$ cat src/rtl/cfg_pkg.sv
`default_nettype none
// ============================================================================
// Module      : cfg_pkg
// Description : Shared config-register index codes, UART frame-state encoding
//               and the report byte builder.
// Revision    : 1.0
// ============================================================================
package cfg_pkg;

    // Index nibbles shared with the host command decoder
    localparam logic [3:0] CFG_IDX_MODE   = 4'h0;
    localparam logic [3:0] CFG_IDX_BRIGHT = 4'hA;
    localparam logic [3:0] CFG_IDX_ANIM   = 4'h2;

    localparam int unsigned CFG_REPORT_BYTES = 3;

    typedef logic [1:0] byte_idx_t;

    localparam byte_idx_t CFG_LAST_IDX = 2'(CFG_REPORT_BYTES - 1);

    typedef enum logic [2:0] {
        FS_IDLE  = 3'd0,
        FS_START = 3'd1,
        FS_DATA  = 3'd2,
        FS_STOP  = 3'd3,
        FS_GAP   = 3'd4
    } frame_state_e;

    function automatic logic [7:0] cfg_report_byte(
        input byte_idx_t  idx,
        input logic [3:0] mode_val,
        input logic [3:0] bright_val,
        input logic [3:0] anim_val
    );
        logic [7:0] b;
        case (idx)
            2'd0:    b = {CFG_IDX_MODE,   mode_val};
            2'd1:    b = {CFG_IDX_BRIGHT, bright_val};
            default: b = {CFG_IDX_ANIM,   anim_val};
        endcase
        return b;
    endfunction

endpackage
`default_nettype wire

$ cat src/rtl/uart_tx_byte.sv
`default_nettype none
// ============================================================================
// Module      : uart_tx_byte
// Description : 8N1 UART byte transmitter with optional idle gap per frame.
// Revision    : 1.0
// ============================================================================
module uart_tx_byte
    import cfg_pkg::*;
#(
    parameter int unsigned CLKS_PER_BIT = 868,
    parameter int unsigned FRAME_GAP    = 0
) (
    input  logic       clk,
    input  logic       rst_n,
    input  logic       valid_i,
    input  logic [7:0] data_i,
    output logic       ready_o,
    output logic       tx_o
);

    localparam logic [15:0] c_BIT_LAST  = 16'(CLKS_PER_BIT - 1);
    localparam logic [15:0] c_BIT_SHORT = 16'(CLKS_PER_BIT - 2);
    localparam logic [15:0] c_GAP_LAST  = (FRAME_GAP == 0) ? 16'd0 : 16'(FRAME_GAP - 1);

    frame_state_e state_q, state_d;
    logic [15:0]  baud_q, baud_d;
    logic [15:0]  gap_q, gap_d;
    logic [2:0]   bit_q, bit_d;
    logic [7:0]   shift_q, shift_d;
    logic         tx_q, tx_d;

    logic w_bit_end;
    logic w_last_cycle;

    assign w_bit_end    = (baud_q == c_BIT_LAST);
    assign w_last_cycle = (baud_q == c_BIT_SHORT);

    always_ff @(posedge clk) begin
        if (!rst_n) begin
            state_q <= FS_IDLE;
            baud_q  <= 16'd0;
            gap_q   <= 16'd0;
            bit_q   <= 3'd0;
            shift_q <= 8'd0;
            tx_q    <= 1'b1;
        end else begin
            state_q <= state_d;
            baud_q  <= baud_d;
            gap_q   <= gap_d;
            bit_q   <= bit_d;
            shift_q <= shift_d;
            tx_q    <= tx_d;
        end
    end

    // The final cycle of the last stop/gap period is spent in IDLE (tx high),
    // so a byte accepted there starts with no dead cycle between frames.
    always_comb begin
        state_d = state_q;
        baud_d  = baud_q;
        gap_d   = gap_q;
        bit_d   = bit_q;
        shift_d = shift_q;
        tx_d    = tx_q;
        case (state_q)
            FS_IDLE: begin
                tx_d = 1'b1;
                if (valid_i) begin
                    state_d = FS_START;
                    shift_d = data_i;
                    baud_d  = 16'd0;
                    bit_d   = 3'd0;
                    gap_d   = 16'd0;
                    tx_d    = 1'b0;
                end
            end
            FS_START: begin
                if (w_bit_end) begin
                    state_d = FS_DATA;
                    baud_d  = 16'd0;
                    tx_d    = shift_q[0];
                end else begin
                    baud_d = baud_q + 16'd1;
                end
            end
            FS_DATA: begin
                if (w_bit_end) begin
                    baud_d = 16'd0;
                    if (bit_q == 3'd7) begin
                        state_d = FS_STOP;
                        bit_d   = 3'd0;
                        tx_d    = 1'b1;
                    end else begin
                        bit_d   = bit_q + 3'd1;
                        shift_d = {1'b0, shift_q[7:1]};
                        tx_d    = shift_q[1];
                    end
                end else begin
                    baud_d = baud_q + 16'd1;
                end
            end
            FS_STOP: begin
                tx_d = 1'b1;
                if ((FRAME_GAP == 0) && w_last_cycle) begin
                    state_d = FS_IDLE;
                    baud_d  = 16'd0;
                end else if ((FRAME_GAP != 0) && w_bit_end) begin
                    state_d = FS_GAP;
                    baud_d  = 16'd0;
                    gap_d   = 16'd0;
                end else begin
                    baud_d = baud_q + 16'd1;
                end
            end
            FS_GAP: begin
                tx_d = 1'b1;
                if ((gap_q == c_GAP_LAST) && w_last_cycle) begin
                    state_d = FS_IDLE;
                    baud_d  = 16'd0;
                end else if (w_bit_end) begin
                    baud_d = 16'd0;
                    gap_d  = gap_q + 16'd1;
                end else begin
                    baud_d = baud_q + 16'd1;
                end
            end
            default: begin
                state_d = FS_IDLE;
                tx_d    = 1'b1;
            end
        endcase
    end

    assign ready_o = (state_q == FS_IDLE);
    assign tx_o    = tx_q;

endmodule
`default_nettype wire

$ cat src/rtl/config_report_tx.sv
`default_nettype none
// ============================================================================
// Module      : config_report_tx
// Description : On query, snapshots mode/brightness/animation and sends them
//               as a three-byte UART report.
// Revision    : 1.0
// ============================================================================
module config_report_tx
    import cfg_pkg::*;
#(
    parameter int unsigned CLKS_PER_BIT = 868,
    parameter int unsigned FRAME_GAP    = 0
) (
    input  logic       clk,
    input  logic       rst_n,
    input  logic       query,
    input  logic [3:0] brightness,
    input  logic [3:0] mode,
    input  logic [3:0] animation_sel,
    output logic       tx,
    output logic       busy,
    output logic       done
);

    logic       busy_q, busy_d;
    logic       done_q, done_d;
    byte_idx_t  idx_q, idx_d;
    logic [3:0] mode_q, mode_d;
    logic [3:0] bright_q, bright_d;
    logic [3:0] anim_q, anim_d;

    logic       w_accept;
    logic       w_ready;
    logic       w_valid;
    logic [7:0] w_byte;

    assign w_accept = query && !busy_q;

    always_ff @(posedge clk) begin
        if (!rst_n) begin
            busy_q   <= 1'b0;
            done_q   <= 1'b0;
            idx_q    <= 2'd0;
            mode_q   <= 4'd0;
            bright_q <= 4'd0;
            anim_q   <= 4'd0;
        end else begin
            busy_q   <= busy_d;
            done_q   <= done_d;
            idx_q    <= idx_d;
            mode_q   <= mode_d;
            bright_q <= bright_d;
            anim_q   <= anim_d;
        end
    end

    // First byte is built from the live inputs so its start bit coincides
    // with busy rising; later bytes come from the snapshot.
    always_comb begin
        busy_d   = busy_q;
        done_d   = 1'b0;
        idx_d    = idx_q;
        mode_d   = mode_q;
        bright_d = bright_q;
        anim_d   = anim_q;
        w_valid  = 1'b0;
        w_byte   = 8'h00;
        if (w_accept) begin
            mode_d   = mode;
            bright_d = brightness;
            anim_d   = animation_sel;
            busy_d   = 1'b1;
            idx_d    = 2'd0;
            w_valid  = 1'b1;
            w_byte   = cfg_report_byte(2'd0, mode, brightness, animation_sel);
        end else if (busy_q && w_ready) begin
            if (idx_q == CFG_LAST_IDX) begin
                busy_d = 1'b0;
                done_d = 1'b1;
                idx_d  = 2'd0;
            end else begin
                idx_d   = idx_q + 2'd1;
                w_valid = 1'b1;
                w_byte  = cfg_report_byte(idx_q + 2'd1, mode_q, bright_q, anim_q);
            end
        end
    end

    uart_tx_byte #(
        .CLKS_PER_BIT (CLKS_PER_BIT),
        .FRAME_GAP    (FRAME_GAP)
    ) u_uart_tx_byte (
        .clk     (clk),
        .rst_n   (rst_n),
        .valid_i (w_valid),
        .data_i  (w_byte),
        .ready_o (w_ready),
        .tx_o    (tx)
    );

    assign busy = busy_q;
    assign done = done_q;

endmodule
`default_nettype wire

$ cat config.mk
export PLATFORM = sky130hd
export DESIGN_NAME = config_report_tx
export DESIGN_NICKNAME = d
export VERILOG_FILES = /design/src/rtl/cfg_pkg.sv /design/src/rtl/uart_tx_byte.sv /design/src/rtl/config_report_tx.sv
export SDC_FILE = /design/constraint.sdc
export NUM_CORES = 1
export LEC_CHECK = 0
export CORE_MARGIN = 4
export CORE_UTILIZATION = 40
export CTS_CLUSTER_SIZE = 20
export DETAILED_ROUTE_END_ITERATION = 6
export DONT_BUFFER_PORTS = 1
export HOLD_SLACK_MARGIN = 0.03
export MAX_ROUTING_LAYER = met4
export PLACE_DENSITY = 0.54
export REMOVE_ABC_BUFFERS = 1
export SLEW_MARGIN = 20
export SYNTH_ARGS = -nofsm -noshare
export SYNTH_HDL_FRONTEND = slang
export SYNTH_SLANG_ARGS = --single-unit
$ cat constraint.sdc
create_clock -name clk -period 2.3 [get_ports clk]
set_input_delay 0.345 -clock clk [delete_from_list [all_inputs] [get_ports clk]]
set_output_delay 0.345 -clock clk [all_outputs]
set_load 0.1 [all_outputs]
After elaboration in Yosys (flattened, before gate mapping)
Cells that the tools add are included.

Word-level logic and storage cells: 98. Flip-flop bits (word level): 63. Input port bits: 15.

Eq/ne operators: 18. Reductions and logical operators: 22. Muxes and demuxes: 40. Bitwise gates (word level): 2. Add/subtract/negate cells: 4.

Operator list (count): $mux 16 (6); $pmux 16 s4 (1); $mux 8 (6); $add 16x1->16 const B (2); $eq 16x10->1 const B (2); $pmux 16 s2 (1); $pmux 8 s2 (2); $mux 3 (9); $logic_not 16->1 (1); $pmux 3 s5 (1); $ne 2x1->1 const B (7); $mux 1 (11); $reduce_and 4->1 (2); $reduce_bool 2->1 (4); $eq 3x2->1 const B (2); $eq 3x3->1 const B (2); $pmux 3 s2 (1); $reduce_and 2->1 (3); $reduce_and 6->1 (1); $ne 2x2->1 const B (2); $reduce_bool 4->1 (1); $reduce_or 2->1 (2); $add 3x1->3 const B (1); $eq 3x1->1 const B (1); other kinds (12) (15).

Depth between registers and ports, before layout
Depth after elaboration: 8. Gate-level depth with buffers: 9. Gate-level depth less buffers: 7.

By module
A second synthesis with hierarchy kept.

Cells, all modules: 277. Area total of the unflattened synthesis: 2511.2 um^2.

Modules (own cells, without submodules): uart_tx_byte (cells an instance 186, instances 1, area an instance 1652.8 um^2, sequential area each 600.6 um^2); config_report_tx (cells an instance 91, instances 1, area an instance 858.3 um^2, sequential area each 320.3 um^2).

Worst setup path after synthesis
No wires, ideal clock.

Path type: reg-to-reg. Start: reg busy_q (netlist: busy). End: reg u_uart_tx_byte.bit_q[0]. Slack: -0.002 ns. Clock period less this slack: 2.302 ns. Data arrival time: 2.216 ns. Required time: 2.214 ns. Cell stages (with the launch flop): 7. Setup time: 0.086 ns. Path buffers: 1. Cell sequence: dfxtp_1 clkbuf_1 nand2b_1 nand3_1 o21ai_1 nor2_1 a211oi_1.

Word-level cells in the longest chain between the ends: 5. Elaborated cells on any way between the ends: 7.

RTL lines: from (decl) (line config_report_tx.sv:25) `logic busy_q, busy_d;`; from (signal assigned) (line config_report_tx.sv:48) `busy_q <= busy_d;`; $logic_and 1x1->1 or $logic_not 1->1 (tied branches) (line config_report_tx.sv:76, config_report_tx.sv:37); $mux 1 or $logic_and 1x1->1 (tied branches) (line config_report_tx.sv:76, config_report_tx.sv:37); $mux 1 * (line config_report_tx.sv:68) `if (w_accept) begin`; $ne 2x1->1 (no source line) *; $reduce_and 3->1 (no source line) *; to (signal assigned) (line uart_tx_byte.sv:50) `bit_q <= bit_d;`; to (decl) (line uart_tx_byte.sv:28) `logic [2:0] bit_q, bit_d;`.

Mark *: on every way between the ends. The rest lies on a longest branch, timed or not. A chain may end at the register's enable or synchronous reset.

Worst setup path in the final report
Start: reg u_uart_tx_byte.baud_q[12]. End: reg u_uart_tx_byte.shift_q[3].

Word-level cells in the longest chain between the ends: 3.

RTL lines: from (decl) (line uart_tx_byte.sv:26) `logic [15:0] baud_q, baud_d;`; from (signal assigned) (line uart_tx_byte.sv:48) `baud_q <= baud_d;`; $eq 16x10->1 (line uart_tx_byte.sv:35) `assign w_bit_end = (baud_q == c_BIT_LAST);`; $ne 2x1->1 (no source line); $reduce_and 4->1 (no source line); to (signal assigned) (line uart_tx_byte.sv:51) `shift_q <= shift_d;`; to (decl) (line uart_tx_byte.sv:29) `logic [7:0] shift_q, shift_d;`.

Every way passes these cells.

==> impl_metrics.tcl <==
set metrics [dict create \
    max_stage_delay_ns 0.58 \
    vias 1995 \
    ys_ff_latch 46 \
    coreArea_mm2 0.00589 \
    synth_area_leaders "dfxtp_1 (38%), nand2_1 (8.2%), ha_1 (7.8%), a21oi_1 (4.8%), mux2i_1 (3.3%)" \
    slew_violations 0 \
    finalClockSkew_ns 0.00912 \
    slew_headroom_pct 65.4 \
    power_leakage_nw 1.03 \
    wl_um 5230 \
    min_path_type "primary input to register" \
    grt_start_max_net_pins 25 \
    power_density_mw_per_mm2 962 \
    multi_input_area_mm2 0.00140 \
    port_buffers 0 \
    postCtsHoldBufs 0 \
    cts_resized 0 \
    grt_first_pass_wirelength_um 8830 \
    rows 28 \
    crit_family "simple AND/OR/NAND/NOR gates" \
    clock_path_buffers 2 \
    grtUsageTotal_pct 15.5 \
    clk_pin_slew_ns 0.09 \
    antenna-diode-count 0 \
    ff_latch_area_um2 921 \
    cap_viol_max_count 0 \
    detail_route.wl_per_cell_um 14.3 \
    synth_edf_count 0 \
    drcViolationCount 0 \
    ys_types 45 \
    numCtsBuffers 5 \
    viasPerCell 5.44 \
    clock_sinks 46 \
    crit_chain "or4_4, nor4_4, o21ai_1, a21oi_4, mux2i_1" \
    final_util_pct 45.9 \
    syn-cell-area_mm2 0.00242 \
    die_area_mm2 0.00736 \
    stdcell_area_mm2 0.00270 \
    postSynthAreaPerCell_um2 8.58 \
    ant_nets 0 \
    async_reset_ff_share_pct 0 \
    cp.required_ns 2.53 \
    max_freq_ghz 0.463 \
    pre_cts_slack_ns 0.159 \
    grt-ovfl-total 0 \
    placed_cell_area_mm2 0.00256 \
    root_buffer "clkbuf_8" \
    status "completed" \
    setup_violations 0 \
    cts_tree "yes" \
    gp_congestion 0.732 \
    yosysMostFrequentCell "nand2_1" \
    cpMaxStageDelayCell "or4_4" \
    antenna_found_initial 0 \
    clk_latency_ns 0.30 \
    hold_violations 0 \
    ys.flop_type "dfxtp_1" \
    area_growth_pct 11.6 \
    yosysWarnings 0 \
    stdcell_count 367 \
    rsz0062_at_grt "false" \
    ys_top_cells_by_count "nand2_1 (53), dfxtp_1 (46), a21oi_1 (23)" \
    postCtsSetupRepairBufs 0 \
    setup.worst_path.start_class "register" \
    worst_pin_slew_ns 0.519 \
    fillCellCount 616 \
    placed_cells 359 \
    hpwl_um 3770 \
    cp_num_buf_inv 0 \
    die_h_um 85.8 \
    holdWs_ns 0.141 \
    pin_count 18 \
    start_util_pct 41.1 \
    die_x_um 85.8 \
    h-tree-depth 2 \
    yosysTopAreaCell "dfxtp_1" \
    fin_crit_sh_pct 93.9 \
    crit_arrival_ns 2.39 \
    criticalPathCategory "register to register" \
    grt_pass1_vias 1884 \
    peakVddDrop_mv 0.417 \
    synth_cells 282 \
    fin_ws_ns 0.140 \
    first_pass_iters 4 \
    end_kind "register" \
    drtIter0Drc 83 \
    crit_fanout 8 \
    nets 321 \
    netlist.area_leader.share_pct 38.1 \
    ys_seq_area_share_pct 38.1 \
    fin_crit_ns 2.16 \
    drive_gt1_share_pct 10.3 \
]
==> flip-flops by register name (all words and copies together), names as in the netlist <==
register / flops
u_uart_tx_byte.baud_q: 16
u_uart_tx_byte.shift_q: 8
anim_q: 4
bright_q: 4
mode_q: 4
u_uart_tx_byte.bit_q: 3
idx_q: 2
u_uart_tx_byte.state_q: 2
busy: 1
done: 1
u_uart_tx_byte.tx_o: 1
==> worst paths after layout <==
check	to	slack, ns	cells past startpoint	from
max	u_uart_tx_byte.shift_q[3]$_SDFFE_PN0P_	0.14	5	u_uart_tx_byte.baud_q[12]$_SDFFE_PN0P_
min	u_uart_tx_byte.tx_o$_SDFFE_PN1P_	0.14	1	rst_n
max reg2reg	u_uart_tx_byte.shift_q[3]$_SDFFE_PN0P_	0.14	5	u_uart_tx_byte.baud_q[12]$_SDFFE_PN0P_
min reg2reg	mode_q[3]$_SDFFE_PN0P_	0.46	2	mode_q[3]$_SDFFE_PN0P_
==> area by class of cell <==
| type | instances | area share (%) |
|---|---|---|
| clock inverters | 3 | 2.55 |
| well taps | 75 | 3.48 |
| flip-flops and latches | 46 | 34.1 |
| inverters | 9 | 1.25 |
| multi-input cells | 214 | 51.9 |
| clock buffers | 5 | 2.55 |
| repair buffers | 15 | 4.17 |
==> kinds of logic (layout without fill, tap and decap cells) <==
logic type                 count (synthesis)  in the layout  synth area share (%)
xor gates and xnor gates                   4              4                  1.45
DFF                                       46             46                  38.1
and+or+nand+nor                          110            110                  22.7
muxes                                      8              8                  3.31
buffers and inverters                     22             32                  4.03
adders and majority gates                 15             15                  7.76
AOI/OAI and AO/OA                         77             77                  22.7
==> layer usage <==
layer	share of wire, %	GRT usage (%)	up-vias
li1	-	-	1043
met1	48	19.7	919
met2	48	24.4	27
met3	3.1	3.36	6
met4	1.4	5.18	0
met5	0	-	-
==> metrics by stage <==
stage                     TNS [ns]  total power [W]
after floorplan             -0.328          0.00166
after global placement           0          0.00190
after detailed placement         0          0.00190
after CTS                        0          0.00264
after global routing             0          0.00277
final                            0          0.00260
==> power by group <==
group	internal, W	total [W]	switching, W	leakage (nW)
Clock	0.000435	0.000721	0.000286	0.0683
Sequential	0.000883	0.000950	0.0000666	0.374
Combinational	0.000351	0.000926	0.000575	0.586
==> cell usage in the layout, fill, tap and decap left out, drive strengths merged, types with 5 or more instances in the layout <==
cell type	count
a21oi	24
ha	15
nor2	12
dfxtp	46
nand2	53
o21ai	9
buf	15
and3	5
a31oi	10
mux2i	8
a22oi	6
inv	9
nand2b	7
clkbuf	5
o22ai	5
nand3	12
Note: power is estimated with default switching activity, not from simulation.
